**src/rtl/riscv_ctrl_pkg.sv**
```systemverilog
// Shared control-word layout, forward-select codes and stage bundles
// for the ID/EX/MEM/WB control pipeline.
package riscv_ctrl_pkg;

  localparam int CTRL_W     = 9;
  localparam int BRANCH     = 8;
  localparam int MEM_TO_REG = 7;
  localparam int REG_WRITE  = 6;
  localparam int MEM_READ   = 5;
  localparam int MEM_WRITE  = 4;
  localparam int ALU_SRC    = 3;
  localparam int ALU_OP_HI  = 2;
  localparam int ALU_OP_LO  = 0;

  // Field positions inside the narrowed MEM control word
  localparam int M_MEM_TO_REG = 3;
  localparam int M_REG_WRITE  = 2;

  localparam logic [1:0] FWD_RF  = 2'b00;
  localparam logic [1:0] FWD_MEM = 2'b10;
  localparam logic [1:0] FWD_WB  = 2'b01;

  localparam logic [CTRL_W-1:0] BUBBLE  = '0;
  localparam logic [15:0]       CNT_MAX = 16'hFFFF;

  typedef struct packed {
    logic [CTRL_W-1:0] ctrl;
    logic [4:0]        rs1;
    logic [4:0]        rs2;
    logic [4:0]        rd;
  } id_ex_t;

  typedef struct packed {
    logic [4:0] ctrl;
    logic [4:0] rd;
  } ex_mem_t;

  typedef struct packed {
    logic [1:0] ctrl;
    logic [4:0] rd;
  } mem_wb_t;

  localparam id_ex_t ID_EX_BUBBLE = '{
    ctrl: BUBBLE, rs1: 5'd0, rs2: 5'd0, rd: 5'd0
  };

  function automatic logic hit(
    input logic [4:0] rd,
    input logic [4:0] rs
  );
    return (rd != 5'd0) && (rd == rs);
  endfunction

  function automatic logic [1:0] fwd_sel(
    input logic [4:0] rs,
    input logic       mem_rw,
    input logic [4:0] mem_rd,
    input logic       wb_rw,
    input logic [4:0] wb_rd
  );
    if (mem_rw && hit(mem_rd, rs))
      return FWD_MEM;
    else if (wb_rw && hit(wb_rd, rs))
      return FWD_WB;
    else
      return FWD_RF;
  endfunction

endpackage

```
**src/rtl/ctrl_pipeline_if.sv**
```systemverilog
// ID-side request and per-stage control outputs of ctrl_pipeline.
// master drives the decoded ID instruction, slave is the pipeline.
interface ctrl_pipeline_if;
  import riscv_ctrl_pkg::*;

  logic [CTRL_W-1:0] Ctrl_i;
  logic [4:0]        Rs1_i;
  logic [4:0]        Rs2_i;
  logic [4:0]        Rd_i;
  logic              Flush_i;
  logic              Stall_o;
  logic [CTRL_W-1:0] EX_Ctrl_o;
  logic [4:0]        EX_Rs1_o;
  logic [4:0]        EX_Rs2_o;
  logic [4:0]        EX_Rd_o;
  logic [4:0]        MEM_Ctrl_o;
  logic [4:0]        MEM_Rd_o;
  logic [1:0]        WB_Ctrl_o;
  logic [4:0]        WB_Rd_o;
  logic [1:0]        Forward_A_o;
  logic [1:0]        Forward_B_o;
  logic [15:0]       Stall_Count_o;

  modport master (
    output Ctrl_i, Rs1_i, Rs2_i, Rd_i, Flush_i,
    input  Stall_o, EX_Ctrl_o, EX_Rs1_o, EX_Rs2_o,
    input  EX_Rd_o, MEM_Ctrl_o, MEM_Rd_o,
    input  WB_Ctrl_o, WB_Rd_o,
    input  Forward_A_o, Forward_B_o, Stall_Count_o
  );

  modport slave (
    input  Ctrl_i, Rs1_i, Rs2_i, Rd_i, Flush_i,
    output Stall_o, EX_Ctrl_o, EX_Rs1_o, EX_Rs2_o,
    output EX_Rd_o, MEM_Ctrl_o, MEM_Rd_o,
    output WB_Ctrl_o, WB_Rd_o,
    output Forward_A_o, Forward_B_o, Stall_Count_o
  );

endinterface

```
**src/rtl/ctrl_pipeline_hazard_unit.sv**
```systemverilog
// Combinational load-use / RAW stall detection and operand forwarding.
// Forwarding muxes exist only with CTRL_PIPELINE_FORWARDING_EN.
module hazard_unit
  import riscv_ctrl_pkg::*;
(
  input  logic [4:0] rs1,
  input  logic [4:0] rs2,
  input  logic       flush,
  input  logic [4:0] ex_rd,
  input  logic       ex_mem_read,
`ifdef CTRL_PIPELINE_FORWARDING_EN
  input  logic [4:0] ex_rs1,
  input  logic [4:0] ex_rs2,
  input  logic [4:0] wb_rd,
  input  logic       wb_reg_write,
`else
  input  logic       ex_reg_write,
`endif
  input  logic [4:0] mem_rd,
  input  logic       mem_reg_write,
  output logic       stall,
  output logic [1:0] fwd_a,
  output logic [1:0] fwd_b
);

  logic ex_use;
  logic load_use;
  logic raw;

  always_comb begin
    ex_use   = hit(ex_rd, rs1) || hit(ex_rd, rs2);
    load_use = ex_mem_read && ex_use;
`ifdef CTRL_PIPELINE_FORWARDING_EN
    raw   = 1'b0;
    fwd_a = fwd_sel(ex_rs1, mem_reg_write, mem_rd,
                    wb_reg_write, wb_rd);
    fwd_b = fwd_sel(ex_rs2, mem_reg_write, mem_rd,
                    wb_reg_write, wb_rd);
`else
    // No bypass: wait until the producer reaches WB
    raw   = (ex_reg_write && ex_use) ||
            (mem_reg_write &&
             (hit(mem_rd, rs1) || hit(mem_rd, rs2)));
    fwd_a = FWD_RF;
    fwd_b = FWD_RF;
`endif
    stall = !flush && (load_use || raw);
  end

endmodule

```
**src/rtl/ctrl_pipeline.sv**
```systemverilog
// ID->EX->MEM->WB control/index pipeline with hazard stall and counter.
// Define CTRL_PIPELINE_FORWARDING_EN to build in EX operand forwarding.
module ctrl_pipeline
  import riscv_ctrl_pkg::*;
(
  input  logic            clk,
  input  logic            reset,
  ctrl_pipeline_if.slave  bus
);

  id_ex_t      ex_q;
  id_ex_t      ex_d;
  ex_mem_t     mem_q;
  mem_wb_t     wb_q;
  logic [15:0] stall_cnt_q;
  logic [15:0] stall_cnt_d;
  logic        hz_stall;
  logic        stall;
  logic [1:0]  fwd_a;
  logic [1:0]  fwd_b;

  hazard_unit u_hazard (
    .rs1           (bus.Rs1_i),
    .rs2           (bus.Rs2_i),
    .flush         (bus.Flush_i),
    .ex_rd         (ex_q.rd),
    .ex_mem_read   (ex_q.ctrl[MEM_READ]),
`ifdef CTRL_PIPELINE_FORWARDING_EN
    .ex_rs1        (ex_q.rs1),
    .ex_rs2        (ex_q.rs2),
    .wb_rd         (wb_q.rd),
    .wb_reg_write  (wb_q.ctrl[0]),
`else
    .ex_reg_write  (ex_q.ctrl[REG_WRITE]),
`endif
    .mem_rd        (mem_q.rd),
    .mem_reg_write (mem_q.ctrl[M_REG_WRITE]),
    .stall         (hz_stall),
    .fwd_a         (fwd_a),
    .fwd_b         (fwd_b)
  );

  assign stall = reset && hz_stall;

  always_comb begin
    ex_d = '{ctrl: bus.Ctrl_i, rs1: bus.Rs1_i,
             rs2: bus.Rs2_i, rd: bus.Rd_i};
    if (stall || bus.Flush_i)
      ex_d = ID_EX_BUBBLE;
    stall_cnt_d = stall_cnt_q;
    if (stall && stall_cnt_q != CNT_MAX)
      stall_cnt_d = stall_cnt_q + 16'd1;
  end

  always_ff @(posedge clk or negedge reset) begin
    if (!reset) begin
      ex_q        <= ID_EX_BUBBLE;
      mem_q       <= '0;
      wb_q        <= '0;
      stall_cnt_q <= '0;
    end else begin
      ex_q        <= ex_d;
      mem_q       <= '{ctrl: ex_q.ctrl[BRANCH:MEM_WRITE],
                       rd:   ex_q.rd};
      wb_q        <= '{ctrl: mem_q.ctrl[M_MEM_TO_REG:M_REG_WRITE],
                       rd:   mem_q.rd};
      stall_cnt_q <= stall_cnt_d;
    end
  end

  assign bus.Stall_o       = stall;
  assign bus.EX_Ctrl_o     = ex_q.ctrl;
  assign bus.EX_Rs1_o      = ex_q.rs1;
  assign bus.EX_Rs2_o      = ex_q.rs2;
  assign bus.EX_Rd_o       = ex_q.rd;
  assign bus.MEM_Ctrl_o    = mem_q.ctrl;
  assign bus.MEM_Rd_o      = mem_q.rd;
  assign bus.WB_Ctrl_o     = wb_q.ctrl;
  assign bus.WB_Rd_o       = wb_q.rd;
  assign bus.Forward_A_o   = fwd_a;
  assign bus.Forward_B_o   = fwd_b;
  assign bus.Stall_Count_o = stall_cnt_q;

endmodule

```
**src/flat_wrapper.sv**
```systemverilog
// flat-port wrapper written by rule: the top's interface ports become plain ports
module ctrl_pipeline_flat import riscv_ctrl_pkg::*;
  (clk, reset, bus_Ctrl_i, bus_Rs1_i, bus_Rs2_i, bus_Rd_i, bus_Flush_i, bus_Stall_o, bus_EX_Ctrl_o, bus_EX_Rs1_o, bus_EX_Rs2_o, bus_EX_Rd_o, bus_MEM_Ctrl_o, bus_MEM_Rd_o, bus_WB_Ctrl_o, bus_WB_Rd_o, bus_Forward_A_o, bus_Forward_B_o, bus_Stall_Count_o);
  ctrl_pipeline_if bus_i ();
  input  logic clk;
  input  logic reset;
  input wire logic [$bits(bus_i.Ctrl_i)-1:0] bus_Ctrl_i;
  input wire logic [$bits(bus_i.Rs1_i)-1:0] bus_Rs1_i;
  input wire logic [$bits(bus_i.Rs2_i)-1:0] bus_Rs2_i;
  input wire logic [$bits(bus_i.Rd_i)-1:0] bus_Rd_i;
  input wire logic [$bits(bus_i.Flush_i)-1:0] bus_Flush_i;
  output wire logic [$bits(bus_i.Stall_o)-1:0] bus_Stall_o;
  output wire logic [$bits(bus_i.EX_Ctrl_o)-1:0] bus_EX_Ctrl_o;
  output wire logic [$bits(bus_i.EX_Rs1_o)-1:0] bus_EX_Rs1_o;
  output wire logic [$bits(bus_i.EX_Rs2_o)-1:0] bus_EX_Rs2_o;
  output wire logic [$bits(bus_i.EX_Rd_o)-1:0] bus_EX_Rd_o;
  output wire logic [$bits(bus_i.MEM_Ctrl_o)-1:0] bus_MEM_Ctrl_o;
  output wire logic [$bits(bus_i.MEM_Rd_o)-1:0] bus_MEM_Rd_o;
  output wire logic [$bits(bus_i.WB_Ctrl_o)-1:0] bus_WB_Ctrl_o;
  output wire logic [$bits(bus_i.WB_Rd_o)-1:0] bus_WB_Rd_o;
  output wire logic [$bits(bus_i.Forward_A_o)-1:0] bus_Forward_A_o;
  output wire logic [$bits(bus_i.Forward_B_o)-1:0] bus_Forward_B_o;
  output wire logic [$bits(bus_i.Stall_Count_o)-1:0] bus_Stall_Count_o;
  assign bus_i.Ctrl_i = bus_Ctrl_i;
  assign bus_i.Rs1_i = bus_Rs1_i;
  assign bus_i.Rs2_i = bus_Rs2_i;
  assign bus_i.Rd_i = bus_Rd_i;
  assign bus_i.Flush_i = bus_Flush_i;
  assign bus_Stall_o = bus_i.Stall_o;
  assign bus_EX_Ctrl_o = bus_i.EX_Ctrl_o;
  assign bus_EX_Rs1_o = bus_i.EX_Rs1_o;
  assign bus_EX_Rs2_o = bus_i.EX_Rs2_o;
  assign bus_EX_Rd_o = bus_i.EX_Rd_o;
  assign bus_MEM_Ctrl_o = bus_i.MEM_Ctrl_o;
  assign bus_MEM_Rd_o = bus_i.MEM_Rd_o;
  assign bus_WB_Ctrl_o = bus_i.WB_Ctrl_o;
  assign bus_WB_Rd_o = bus_i.WB_Rd_o;
  assign bus_Forward_A_o = bus_i.Forward_A_o;
  assign bus_Forward_B_o = bus_i.Forward_B_o;
  assign bus_Stall_Count_o = bus_i.Stall_Count_o;
  ctrl_pipeline u_core (.clk(clk), .reset(reset), .bus(bus_i));
endmodule
```
**config.mk**
```make
export PLATFORM = sky130hd
export DESIGN_NAME = ctrl_pipeline_flat
export DESIGN_NICKNAME = d
export VERILOG_FILES = /design/src/rtl/riscv_ctrl_pkg.sv /design/src/rtl/ctrl_pipeline_if.sv /design/src/rtl/ctrl_pipeline_hazard_unit.sv /design/src/rtl/ctrl_pipeline.sv /design/src/flat_wrapper.sv
export SDC_FILE = /design/constraint.sdc
export NUM_CORES = 1
export LEC_CHECK = 0
export CAP_MARGIN = 25
export CELL_PAD_IN_SITES_DETAIL_PLACEMENT = 1
export CELL_PAD_IN_SITES_GLOBAL_PLACEMENT = 1
export CORE_ASPECT_RATIO = 0.6
export CORE_MARGIN = 4
export CORE_UTILIZATION = 30
export DETAILED_ROUTE_END_ITERATION = 16
export GPL_TIMING_DRIVEN = 0
export PLACE_DENSITY_LB_ADDON = 0.25
export SLEW_MARGIN = 20
export SYNTH_ARGS = -nofsm -noshare
export SYNTH_HDL_FRONTEND = slang
export SYNTH_SLANG_ARGS = --single-unit
export TNS_END_PERCENT = 5
```
**constraint.sdc**
```tcl
create_clock -name clk -period 2.4 [get_ports clk]
set_clock_uncertainty 0.05 [all_clocks]
set_input_delay 0.24 -clock clk [delete_from_list [all_inputs] [get_ports clk]]
set_output_delay 0.24 -clock clk [all_outputs]
set_load 0.02 [all_outputs]
```
==> flow_summary.yaml, run 1 <==
pwr:
  intPower_uw: 2160
  switchingPower_uw: 650
  seqPwrFrac_pct: 37.7
  clkPwrFrac_pct: 49.3
  p_comb_share_pct: 13.0
  p_leak_uw: 0.00165
  power-per-cell-area_nw_per_um2: 764
  ir_drop_uv: 361
  sw_frac_of_total_pct: 23.1
global_route:
  antenna_found_initial: 0
  grt_pass1_vias: 1842
  grt_usage_pct: 14.2
  grt-ovfl-total: 0
  grt_first_pass_wirelength_mm: 10.0
  use_met1_pct: 19.2
  grt_max_degree: 33
  met2_usage_pct: 19.8
  grtUsageMet3_pct: 7.20
  top_usage_layer: "met2"
routing:
  ant_nets: 0
  first_iter_violations: 50
  vias: 1677
  routed_wl_mm: 6.20
  remaining_drc_errors: 0
  dr.pass1.iters: 3
  via_per_inst: 4.30
  routedWlPerCell_um: 15.9
critical_path:
  crit_path_start_kind: "flip-flop"
  worst_r2r_startpoint: "u_core.bus.Stall_Count_o[0]"
  reg2reg_slack_ps: 190
  reg2reg_depth: 9
  worstPathArrival_ps: 1980
  slowest_stage: "or4_1"
  reg2reg_to: "u_core.bus.Stall_Count_o[4]"
  critPathRequiredTime_ps: 2110
  end_kind: "output pin"
  worst-path-max-fanout: 6
  cp_slowest_stage_delay_ps: 580
  path_class: "flip-flop to output pin"
  crit_chain: "or4_1 > o21ai_1 > o22a_4 > nor3b_4 > buf_4"
synth:
  synthDominantCellAreaShare_pct: 61.7
  synth_top_family_by_area: "simple AND/OR/NAND/NOR gates"
  synth_cells: 180
  ys_types: 30
  synth-compound-area-share_pct: 3.57
  synthTopCellsByCount: "dfrtp_1, and2_1, xor2_1"
  yosysMostFrequentCell: "dfrtp_1"
  ys_seq_area_share_pct: 61.7
  ys_ff_latch: 57
  synth_largest_area_cell: "dfrtp_1"
  yosysWarnings: 0
  synthAdderAreaFrac_pct: 0.541
  yosys.area_share.simple_pct: 17.2
  synth_area_um2: 2310
  syn_avg_cell_area_um2: 12.9
  synthMuxAreaShare_pct: 0.487
  async_reset_ff_share_pct: 100
  synth_edf_count: 0
  synth-xor-area-share_pct: 12.5
  ys.flop_type: "dfrtp_1"
  ys_top_cells_by_area: "dfrtp_1, xor2_1, and2_1"
sta:
  fin_setup_tns_ps: 0
  finalWorstSetupSlack_ps: 133
  slew_violations: 0
  finalCritPeriodShare_pct: 94.4
  grt_setup_unrepaired: "no"
  period_minus_slack_ps: 2270
  slew-limit-headroom_pct: 65.7
  hold_violations: 0
  tightest_slew_ps: 510
  setup_viol: 0
  fmax_mhz: 441
floorplanning:
  dieHeight_um: 76.0
  io_pins: 89
  rows: 24
  die-width_um: 121
  die_area_um2: 9230
  core_area_um2: 7390
  initial_core_util_pct: 31.3
clock_tree:
  clk_pin_slew_ps: 50
  cts_max_level: 3
  cts_tree: "done"
  cts_buffers: 9
  clk_latency_ps: 320
  cts_root_buffer: "clkbuf_16"
  cts_num_sinks: 57
  clk_path_buf_depth: 2
min_path:
  holdPathEnd: "u_core.bus.WB_Ctrl_o[1]"
  hold_start: "u_core.bus.MEM_Ctrl_o[3]"
  hold_class: "flip-flop to flip-flop"
  holdPathStages: 0
final_layout:
  fill_cells: 794
  synthToLayoutAreaGrowth_pct: 59.1
  num_antenna_cells: 0
  layout.nets: 309
  finalNonFillerCells: 390
  drive_above_1_share_pct: 15.7
placed_design:
  place.gp.congestion: 0.731
  dp_cells: 372
  dpl.hpwl_mm: 4.75
  pre_cts_ws_ps: -452
  numPortBuffers: 84
outcome:
  status: "completed"
flow_run:
  drv_cap: 0
## critical path: cells and delay by family (launching register included)
family / cells / cell delay [ps]
DFF: 1 / 440
and+or+nand+nor: 2 / 650
AOI/OAI and AO/OA: 2 / 410
buffers and inverters: 1 / 160
## metrics by stage
step	total power, µW	hold WS (ps)	instance area [µm²]	util (%)
finish	2810	326	3680	49.8
global route	2940	342	3680	49.8
CTS	2850	332	3660	49.6
detailed placement	1440	141	3310	44.9
global placement	1430	310	3300	44.6
floorplan	1230	-106	2320	-
## state kept, by name, indices dropped and copies added (netlist names)
name	cells
u_core.bus.Stall_Count_o	16
u_core.bus.EX_Ctrl_o	9
u_core.bus.EX_Rd_o	5
u_core.bus.EX_Rs1_o	5
u_core.bus.EX_Rs2_o	5
u_core.bus.MEM_Ctrl_o	5
u_core.bus.MEM_Rd_o	5
u_core.bus.WB_Rd_o	5
u_core.bus.WB_Ctrl_o	2
## timing repair
item	CTS	global route
hold buffers	1	0
setup buffers	1	0
pin swaps	1	0
hold endpoints to repair	25	0
setup endpoints to repair	1	9
gates resized for setup	5	7
## kinds of logic after synthesis
family / Yosys count
AO/OA/AOI/OAI: 10
XOR/XNOR: 33
adder cells (fa/ha/maj): 1
buffers and inverters: 11
flip-flops: 57
multiplexers: 1
other: 1
AND/OR/NAND/NOR: 66
## cells in the final DEF, fill, tap and decap left out, types with 3 or more instances in the layout
| cell type | instances |
|---|---|
| a31oi_1 | 3 |
| and2_1 | 25 |
| buf_4 | 10 |
| buf_6 | 3 |
| clkbuf_16 | 9 |
| clkdlybuf4s50_1 | 82 |
| conb_1 | 4 |
| dfrtp_1 | 53 |
| dfrtp_2 | 4 |
| nand2_1 | 6 |
| nand3_1 | 4 |
| nand4_1 | 6 |
| nor2_1 | 6 |
| nor3_1 | 6 |
| xnor2_1 | 9 |
| xor2_1 | 24 |
## metal layers
layer	up-vias	part of all wire (%)
li1	792	-
met1	820	48
met2	59	43
met3	6	8.7
met4	0	1.0
met5	-	0
## layout make-up
type | count | area [µm²] | area share [%]
Buffer | 10 | 86.3 | 2.35
Clock buffer | 11 | 253 | 6.87
Clock inverter | 5 | 77.6 | 2.11
Inverter | 1 | 3.75 | 0.102
Multi-Input combinational cell | 115 | 826 | 22.4
Sequential cell | 57 | 1430 | 38.9
Tap cell | 104 | 130 | 3.54
Timing Repair Buffer | 87 | 873 | 23.7
## power groups by stage
stage | logic [µW] | registers [µW] | clock network [µW]
final | 365 | 1060 | 1390
after global routing | 391 | 1070 | 1480
after CTS | 370 | 1060 | 1420
after detailed placement | 366 | 1080 | 0
after global placement | 357 | 1070 | 0
after floorplan | 99.1 | 1130 | 0
## how the worst max path moves through the flow
stage | from | end | slack [ps] | cells after the start
3_5_place_dp | bus_Rs1_i[2] | bus_Stall_o | -450 | 7
4_1_cts | u_core.bus.EX_Rd_o[1] | bus_Stall_o | 90 | 6
2_1_floorplan | u_core.bus.MEM_Rd_o[3] | u_core.bus.Stall_Count_o[14] | 330 | 7
5_1_grt | u_core.bus.Stall_Count_o[0] | u_core.bus.Stall_Count_o[9] | 3 | 9
6_report | u_core.bus.MEM_Rd_o[1] | bus_Stall_o | 130 | 5
3_3_place_gp | reset | u_core.bus.Stall_Count_o[9] | -1870 | 6
(Power assumes the default switching activity.)
==> inputs of run 2 (changes only) <==
--- a/config.mk
+++ b/config.mk
@@ -17,5 +17,6 @@
 export SLEW_MARGIN = 20
 export SYNTH_ARGS = -nofsm -noshare
 export SYNTH_HDL_FRONTEND = slang
+export SYNTH_HIERARCHICAL = 1
 export SYNTH_SLANG_ARGS = --single-unit
 export TNS_END_PERCENT = 5
==> run 2 against run 1 <==
  * Sequential power about the same
  * Clock-buffer cell count unchanged
  * Worst hold slack got worse by 120 ps
  * Total power shrank 10%
  * Combinational power fell by 5.8%
  * Final cell count up 2.1%
  * Critical path depth is 4 higher
  * Global-route usage is 0.96 points higher
==> flow_summary.yaml, run 2 <==
outcome:
  status: "completed"
synth:
  synth_cells: 187
  synthDominantCellAreaShare_pct: 62.1
  synth_area_um2: 2300
  yosysMostFrequentCell: "dfrtp_1"
  ys_types: 33
  synth_edf_count: 0
  synthTopCellsByCount: "dfrtp_1, xor2_1, and2_1"
  ys_ff_latch: 57
  yosysWarnings: 6
  async_reset_ff_share_pct: 100
  ys_top_cells_by_area: "dfrtp_1, xor2_1, and2_1"
  syn_avg_cell_area_um2: 12.3
  synth_largest_area_cell: "dfrtp_1"
  ys_seq_area_share_pct: 62.1
  ys.flop_type: "dfrtp_1"
critical_path:
  cp_slowest_stage_delay_ps: 450
  end_kind: "flip-flop"
  critPathRequiredTime_ps: 2550
  slowest_stage: "dfrtp_2"
  worstPathArrival_ps: 2420
  reg2reg_slack_ps: 120
  critPathBufInv: 1
  cpMostUsedCell: "o21ai_1"
  crit_path_start_kind: "flip-flop"
  path_class: "flip-flop to flip-flop"
  crit_chain: "xor2_1 > nor3_1 > a22oi_1 > o22ai_1 > nand2_2 > buf_4 > or3_4 > o21ai_1 > o21ai_1"
  crit_family: "simple AND/OR/NAND/NOR gates"
  worst-path-max-fanout: 6
global_route:
  grt_first_pass_wirelength_mm: 10.4
  grt-ovfl-total: 0
  antenna_found_initial: 0
  grt_usage_pct: 15.2
  grt_max_degree: 57
  grt_pass1_vias: 1933
  grtUsageMet3_pct: 7.27
  top_usage_layer: "met2"
  use_met1_pct: 20.1
  met2_usage_pct: 22.0
final_layout:
  mostFrequentLayoutCell: "clkdlybuf4s50_1"
  final_cell_mix: "clkdlybuf4s50_1, dfrtp_1, xor2_1"
  finalNonFillerCells: 398
  num_antenna_cells: 0
  largest_register_ffs: 16
  synthToLayoutAreaGrowth_pct: 58.8
  layout.nets: 318
  drive_above_1_share_pct: 15.0
  fin_util_pct: 49.6
placed_design:
  numPortBuffers: 84
  place.gp.congestion: 0.767
  dpl.hpwl_mm: 4.64
  dp_cells: 379
clock_tree:
  clk_latency_ps: 320
  cts_max_level: 3
  cts_buffers: 9
  clk_pin_slew_ps: 50
  clk_path_buf_depth: 2
  cts_tree: "done"
  cts_root_buffer: "clkbuf_16"
  cts_num_sinks: 57
floorplanning:
  dieHeight_um: 75.8
  die_area_um2: 9170
  io_pins: 89
  rows: 24
  initial_core_util_pct: 31.2
  die-width_um: 121
  core_area_um2: 7360
sta:
  slew-limit-headroom_pct: 66.1
  finalCritPeriodShare_pct: 94.9
  grt_setup_unrepaired: "yes"
  period_minus_slack_ps: 2280
  setup_viol: 0
  hold_violations: 0
  slew_violations: 0
  tightest_slew_ps: 505
  whs_ps: 206
  fmax_mhz: 439
routing:
  dr.pass1.iters: 4
  vias: 1759
  first_iter_violations: 55
  routedWlPerCell_um: 16.2
  routed_wl_mm: 6.44
  ant_nets: 0
  remaining_drc_errors: 0
  via_per_inst: 4.42
pwr:
  ir_drop_uv: 340
  total_power_uw: 2520
  power-per-cell-area_nw_per_um2: 690
  p_leak_uw: 0.00165
flow_run:
  drv_cap: 0
min_path:
  hold_class: "input pin to asynchronous set/reset pin"
run 2: metal layers:
metal | vias up | wire, µm
met5 | - | 0
met4 | 0 | 91
met3 | 9 | 486
met2 | 61 | 2720
met1 | 853 | 3140
li1 | 836 | -
run 2: cell families after synthesis:
logic type               count (synthesis)  share of synthesized area (%)
adder cells (fa/ha/maj)                  1                          0.545
other                                    1                          0.163
buffers and inverters                    8                           1.96
AO/OA/AOI/OAI                           17                           4.47
flip-flops                              57                           62.1
multiplexers                             2                           1.09
XOR/XNOR                                27                           10.3
AND/OR/NAND/NOR                         74                           19.4
run 2: layout make-up:
type / instances / area [µm²]
Fill cell: 778 / 3710
Sequential cell: 57 / 1430
Timing Repair Buffer: 89 / 893
Multi-Input combinational cell: 125 / 882
Clock buffer: 11 / 243
Tap cell: 104 / 130
Buffer: 6 / 40.0
Clock inverter: 4 / 20.0
Inverter: 2 / 7.51
run 2: timing repair:
action	4_1_cts	5_1_grt
resized for setup	7	15
endpoints found under the setup margin	30	28
endpoints found under the hold margin	57	0
gates cloned	0	0
setup buffers	1	2
pin swaps	0	4
hold buffers	1	0
run 2: worst paths after layout:
| check | endpoint | start | depth (start not counted) |
|---|---|---|---|
| worst min-delay path | u_core/bus.EX_Rs2_o[3] | reset | 2 |
| worst max register to register | u_core/bus.Stall_Count_o[7] | u_core/bus.EX_Rd_o[2] | 9 |
| worst min register to register | u_core/bus.WB_Ctrl_o[1] | u_core/bus.MEM_Ctrl_o[3] | 0 |
| min in group clk | u_core/bus.WB_Ctrl_o[1] | u_core/bus.MEM_Ctrl_o[3] | 0 |
| max in group asynchronous | u_core/bus.EX_Rd_o[3] | reset | 3 |
| worst max-delay path | u_core/bus.Stall_Count_o[7] | u_core/bus.EX_Rd_o[2] | 9 |
run 2: worst register-to-register path: stages (launching register included):
cell and delay (ps):
dfrtp_2 450, xor2_1 180, nor3_1 180, a22oi_1 120, o22ai_1 200, nand2_2 130, buf_4 190, or3_4 400
o21ai_1 150, o21ai_1 100
run 2: per-stage QoR:
| step | setup WS (ps) | TNS, ps | area (µm²) |
|---|---|---|---|
| 6_report | 123 | 0 | 3650 |
| 5_1_grt | -72.8 | -217 | 3650 |
| 4_1_cts | -61.8 | -61.8 | 3600 |
| 3_5_place_dp | -515 | -13320 | 3300 |
| 3_3_place_gp | -2390 | -134720 | 3280 |
| 2_1_floorplan | 94.6 | 0 | 2310 |
run 2: where the power goes:
| part | switching, µW | internal [µW] | total, µW |
|---|---|---|---|
| clock | 409 | 710 | 1120 |
| sequential | 41.2 | 1010 | 1050 |
| combinational | 169 | 175 | 344 |
==> inputs of run 3 (changes only) <==
--- a/config.mk
+++ b/config.mk
@@ -5,13 +5,14 @@
 export SDC_FILE = /design/constraint.sdc
 export NUM_CORES = 1
 export LEC_CHECK = 0
-export CAP_MARGIN = 25
+export CAP_MARGIN = 10
 export CELL_PAD_IN_SITES_DETAIL_PLACEMENT = 1
 export CELL_PAD_IN_SITES_GLOBAL_PLACEMENT = 1
 export CORE_ASPECT_RATIO = 0.6
 export CORE_MARGIN = 4
 export CORE_UTILIZATION = 30
 export DETAILED_ROUTE_END_ITERATION = 16
+export GPL_ROUTABILITY_DRIVEN = 0
 export GPL_TIMING_DRIVEN = 0
 export PLACE_DENSITY_LB_ADDON = 0.25
 export SLEW_MARGIN = 20
==> results of run 3 <==
Same layout as run 2: the final DEF is identical, and so are final timing and power.
